[src/rtl/bcd_seq_divider.sv]
// bcd_seq_divider: two-digit BCD divider, restoring divide then double-dabble.
// Ports: clk, rst_n, start, a_bcd, b_bcd -> q_bcd, r_bcd, busy, done, div_zero, bad_digit.
// Option: define BCD_DIV_EARLY_EXIT_EN to skip DIV when dividend < divisor.
module bcd_seq_divider #(
  parameter logic [3:0] BLANK_CODE = 4'hF,
  parameter int         Q_BITS     = 7
) (
  input  logic       clk,
  input  logic       rst_n,
  input  logic       start,
  input  logic [7:0] a_bcd,
  input  logic [7:0] b_bcd,
  output logic [7:0] q_bcd,
  output logic [7:0] r_bcd,
  output logic       busy,
  output logic       done,
  output logic       div_zero,
  output logic       bad_digit
);
  localparam int CW = $clog2(Q_BITS);

  typedef enum logic [2:0] {
    IDLE, LOAD, DIV, CONV, DONE
  } state_t;

  state_t state, state_nx;

  logic [7:0]        a_q, b_q;
  logic [Q_BITS-1:0] dvd, dvs, rem;
  logic [Q_BITS-1:0] a_bin, b_bin;
  logic [Q_BITS:0]   rem_sh;
  logic [7:0]        qb, rb, qb_nx, rb_nx;
  logic [CW-1:0]     cnt;
  logic              last, bad, zero, early, ge;

  function automatic logic [3:0] dval(input logic [3:0] d);
    return (d == BLANK_CODE) ? 4'd0 : d;
  endfunction

  function automatic logic dbad(input logic [3:0] d);
    return (d > 4'd9) && (d != BLANK_CODE);
  endfunction

  function automatic logic [Q_BITS-1:0] to_bin(input logic [7:0] x);
    return Q_BITS'(dval(x[7:4])) * Q_BITS'(10)
         + Q_BITS'(dval(x[3:0]));
  endfunction

  // add-3 correction on each digit, then shift one binary bit in
  function automatic logic [7:0] dd_step(input logic [7:0] b,
                                         input logic       s);
    logic [3:0] t, u;
    t = b[7:4];
    u = b[3:0];
    if (t > 4'd4) t = t + 4'd3;
    if (u > 4'd4) u = u + 4'd3;
    return 8'({t, u, s});
  endfunction

  assign a_bin = to_bin(a_q);
  assign b_bin = to_bin(b_q);
  assign bad   = dbad(a_q[7:4]) | dbad(a_q[3:0])
               | dbad(b_q[7:4]) | dbad(b_q[3:0]);
  assign zero  = (b_bin == '0);
`ifdef BCD_DIV_EARLY_EXIT_EN
  assign early = (a_bin < b_bin);
`else
  assign early = 1'b0;
`endif
  assign last   = (cnt == CW'(Q_BITS - 1));
  // dvd doubles as dividend shifter and quotient collector
  assign rem_sh = {rem, dvd[Q_BITS-1]};
  assign ge     = (rem_sh >= {1'b0, dvs});
  assign qb_nx  = dd_step(qb, dvd[Q_BITS-1]);
  assign rb_nx  = dd_step(rb, rem[Q_BITS-1]);

  always_ff @(posedge clk) begin
    if (!rst_n) state <= IDLE;
    else        state <= state_nx;
  end

  always_comb begin
    state_nx = state;
    unique case (state)
      IDLE: if (start) state_nx = LOAD;
      LOAD: begin
        if (bad || zero) state_nx = DONE;
        else if (early)  state_nx = CONV;
        else             state_nx = DIV;
      end
      DIV:  if (last) state_nx = CONV;
      CONV: if (last) state_nx = DONE;
      DONE: state_nx = IDLE;
      default: state_nx = IDLE;
    endcase
  end

  always_comb begin
    busy = (state != IDLE);
    done = (state == DONE);
  end

  always_ff @(posedge clk) begin
    if (!rst_n) begin
      a_q       <= '0;
      b_q       <= '0;
      dvd       <= '0;
      dvs       <= '0;
      rem       <= '0;
      qb        <= '0;
      rb        <= '0;
      cnt       <= '0;
      q_bcd     <= {BLANK_CODE, BLANK_CODE};
      r_bcd     <= {BLANK_CODE, BLANK_CODE};
      div_zero  <= 1'b0;
      bad_digit <= 1'b0;
    end else begin
      unique case (state)
        IDLE: begin
          if (start) begin
            a_q <= a_bcd;
            b_q <= b_bcd;
          end
        end
        LOAD: begin
          cnt <= '0;
          qb  <= '0;
          rb  <= '0;
          if (bad || zero) begin
            bad_digit <= bad;
            div_zero  <= ~bad;
            q_bcd     <= {BLANK_CODE, BLANK_CODE};
            r_bcd     <= {BLANK_CODE, BLANK_CODE};
          end else begin
            bad_digit <= 1'b0;
            div_zero  <= 1'b0;
            dvs       <= b_bin;
            if (early) begin
              dvd <= '0;
              rem <= a_bin;
            end else begin
              dvd <= a_bin;
              rem <= '0;
            end
          end
        end
        DIV: begin
          rem <= ge ? rem_sh[Q_BITS-1:0] - dvs
                    : rem_sh[Q_BITS-1:0];
          dvd <= {dvd[Q_BITS-2:0], ge};
          cnt <= last ? '0 : cnt + 1'b1;
        end
        CONV: begin
          qb  <= qb_nx;
          rb  <= rb_nx;
          dvd <= {dvd[Q_BITS-2:0], 1'b0};
          rem <= {rem[Q_BITS-2:0], 1'b0};
          cnt <= cnt + 1'b1;
          if (last) begin
            q_bcd <= qb_nx;
            r_bcd <= rb_nx;
          end
        end
        DONE: ;
        default: ;
      endcase
    end
  end

endmodule
[config.mk]
export PLATFORM = sky130hd
export DESIGN_NAME = bcd_seq_divider
export DESIGN_NICKNAME = d
export VERILOG_FILES = /design/src/rtl/bcd_seq_divider.sv
export SDC_FILE = /design/constraint.sdc
export NUM_CORES = 1
export LEC_CHECK = 0
export BUFFER_PORTS_ARGS = -buffer_cell sky130_fd_sc_hd__buf_2
export CAP_MARGIN = 0
export CORE_MARGIN = 2
export CORE_UTILIZATION = 60
export CTS_CLUSTER_DIAMETER = 200
export DETAILED_ROUTE_END_ITERATION = 16
export GPL_ROUTABILITY_DRIVEN = 1
export PLACE_DENSITY = 0.83
export SYNTH_ARGS = -nofsm -noshare
export SYNTH_HDL_FRONTEND = slang
export SYNTH_SLANG_ARGS = --single-unit
[constraint.sdc]
create_clock -name clk -period 10.8 [get_ports clk]
set_input_delay 2.16 -clock clk [delete_from_list [all_inputs] [get_ports clk]]
set_output_delay 2.16 -clock clk [all_outputs]
set_load 0.005 [all_outputs]
==> metrics.txt <==
Iteration-0 DRC Markers=205; Critical Path AT=4.33 ns; sequential area share after synthesis=0.352; Levels on crit path=14; Total Wirelength=9510 um; Worst Reg-to-Reg Cells=14; post-synth cell types=60; Setup CP Type=reg -> reg; max frequency=0.246 GHz; run status=finished, final reports clean; Worst-path clk slew=0.09 ns; Worst Tran Pin Value=0.893 ns; min cycle time layout=4.07 ns; Slew Viols, Final=0; Syn Nets=604; Slew Limit Headroom=0.405; GR Overflow Total=0; Crit path buffers/inverters=2; Max Cap Viol=0; CP startpoint=b_q[6]; Pleak=1.95 nW; placed wire-length estimate=6710 um; First-pass DRT Iterations=5; gr usage total=0.250; Core ar.=7180 um^2; H-tree level count=3; Die X=89.5 um; Layout Utilization=0.665; # Post-CTS Setup Buffers=0; Fin Setup TNS=0 ns; Clock Latency Late Sink=0.37 ns; RSZ-0062 raised after global routing=no; worst r2r dst=r_bcd[1]; clock buffer depth=2; vias in the first global route=3505; final net count=625; RR Startpoint=b_q[6]; Yosys reg bits=77; Crit Path Max Fanout=20; input/output buffers=38; Post-synth top flop=dfxtp_1; via density per instance=5.83; Post-Syn Area=4380 um^2; final setup fails=0; mean routed wirelength per cell=14.1 um; pwr dens=151 nW/um^2; via total after detailed routing=3944; Commonest cells post-synth=dfxtp_1, nand2_1, a21oi_1; share of layout cells above drive strength 1=0.116; CP Launch Type=register; DIE AREA=8010 um^2; initial core utilization=0.611; first-pass GRT wire length=15700 um; kind of path behind the tightest hold check=reg -> reg; post-cts hold buffer count=0; synth warn=0; initial antenna violation count=0; Synth Area per Inst=7.96 um^2; FP Rows=31; I/O pins=39; most common cell in the netlist=dfxtp_1; ANT cells=0; antenna-violating nets left=0; Worst setup endpoint=r_bcd[1]; family with the most delay on the worst path=simple AND/OR/NAND/NOR gates; fillers=613; number of buffers created by CTS=9; drc violations=0; area grow syn2layout=8.88%; Placer Congestion=0.863; Fin Clk Skew=0.0168 ns; Post-Syn Instances=551; critical-path cell with the highest stage delay=o41a_1; crit-path max cell delay=0.78 ns; worst reg2reg setup slack=6.73 ns; Post-synth EDFFs=0; Synth async-reset ratio=0; leading post-synthesis cells by cell area=dfxtp_1, ha_1, a21oi_1; Hold Violations, Final=0; CP Capture Type=register; Synth area leader=dfxtp_1; Required @ worst endpoint=11.06 ns; maximum vdd drop=85.5 uV; clock sink count=77; period utilization=0.377; register area=1540 um^2; largest net degree at the start of global routing=43; post-cts resize count=0; Yosys top cell area share=0.352; CTS tree=yes; hold slack=0.459 ns; area of the multi-input gates=2530 um^2; Root Buffer=clkbuf_8; CP Cell Sequence=and3_4, nand2_1, nand2_1, inv_1, ha_1, ha_1, inv_1, fa_1, nand2b_1, a21oi_1, xnor2_1, o41a_1, or4_1, a21o_1; die height=89.5 um
==> sequential cells by signal, indices dropped and copies added (netlist names) <==
signal / cells
rem: 7
rb: 8
r_bcd: 8
dvs: 7
q_bcd: 8
b_q: 8
a_q: 8
state: 3
qb: 8
cnt: 3
div_zero: 1
bad_digit: 1
dvd: 7
==> metrics by stage <==
stage               cell area, um^2  instances  power, mW  setup slack [ns]
floorplan                      4380        551      0.472              7.40
global placement               4580        660      0.503              6.93
detailed placement             4580        660      0.511              6.80
CTS                            4770        676      0.723              6.77
global route                   4770        676      0.763              6.56
finish                         4770        676      0.723              6.73
==> worst min-delay path by stage <==
stage	from	end	slack (ns)	cells past startpoint
after floorplan	dvd[3]	dvd[3]	0.43	2
after global routing	dvs[3]	dvs[3]	0.48	2
final	dvs[4]	dvs[4]	0.46	2
after detailed placement	dvs[3]	dvs[3]	0.45	2
after global placement	dvd[3]	dvd[3]	0.44	2
after CTS	dvs[3]	dvs[3]	0.46	2
==> worst register-to-register path, stage by stage, from the launching register on <==
cell and delay, ns:
dfxtp_1 0.42, and3_4 0.23, nand2_1 0.08, nand2_1 0.13
inv_1 0.07, ha_1 0.29, ha_1 0.19, inv_1 0.06
fa_1 0.43, nand2b_1 0.16, a21oi_1 0.15, xnor2_1 0.18
o41a_1 0.78, or4_1 0.59, a21o_1 0.18
==> area by class of cell <==
type,instances,share of cell area
clock buffers,11,0.0317
clock inverters,5,0.00891
inverters,45,0.0354
multi-input cells,398,0.531
flip-flops and latches,77,0.323
well taps,99,0.0260
repair buffers,41,0.0446
==> metal layers <==
layer / wire length, um / vias to the layer above / track usage / part of all wire
li1: - / 1962 / - / -
met1: 4400 / 1845 / 0.337 / 0.46
met2: 4470 / 119 / 0.401 / 0.47
met3: 440 / 18 / 0.0314 / 0.046
met4: 206 / 0 / 0.113 / 0.022
met5: 0 / - / 0 / 0
==> cells in the final DEF, fill, tap and decap left out, drive strengths merged, types with 6 or more instances in the layout <==
cell | synthesis | routed
dfxtp | 77 | 77
nand2 | 69 | 69
a21oi | 67 | 67
inv | 45 | 47
buf | 4 | 41
o21ai | 33 | 33
nor2 | 32 | 32
ha | 29 | 29
nor3 | 24 | 24
nand3 | 16 | 16
xnor2 | 13 | 13
and3 | 13 | 13
clkbuf | 27 | 11
a31oi | 8 | 8
nor2b | 6 | 6
mux2i | 6 | 6
nand4 | 6 | 6
==> power breakdown <==
part | internal, mW | switching, mW | total [mW]
Sequential | 0.302 | 0.0192 | 0.321
Combinational | 0.0668 | 0.121 | 0.188
Clock | 0.0989 | 0.115 | 0.214
Total | 0.468 | 0.255 | 0.723
==> cell families (layout without fill, tap and decap cells) <==
| family | after synthesis | count (layout) | synth area share |
|---|---|---|---|
| XOR/XNOR | 16 | 16 | 0.0320 |
| adder cells (fa/ha/maj) | 34 | 34 | 0.106 |
| AO/OA/AOI/OAI | 156 | 156 | 0.226 |
| AND/OR/NAND/NOR | 186 | 186 | 0.200 |
| multiplexers | 6 | 6 | 0.0137 |
| flip-flops | 77 | 77 | 0.352 |
| buffers and inverters | 76 | 102 | 0.0708 |
Note: power is estimated with default switching activity, not from simulation.
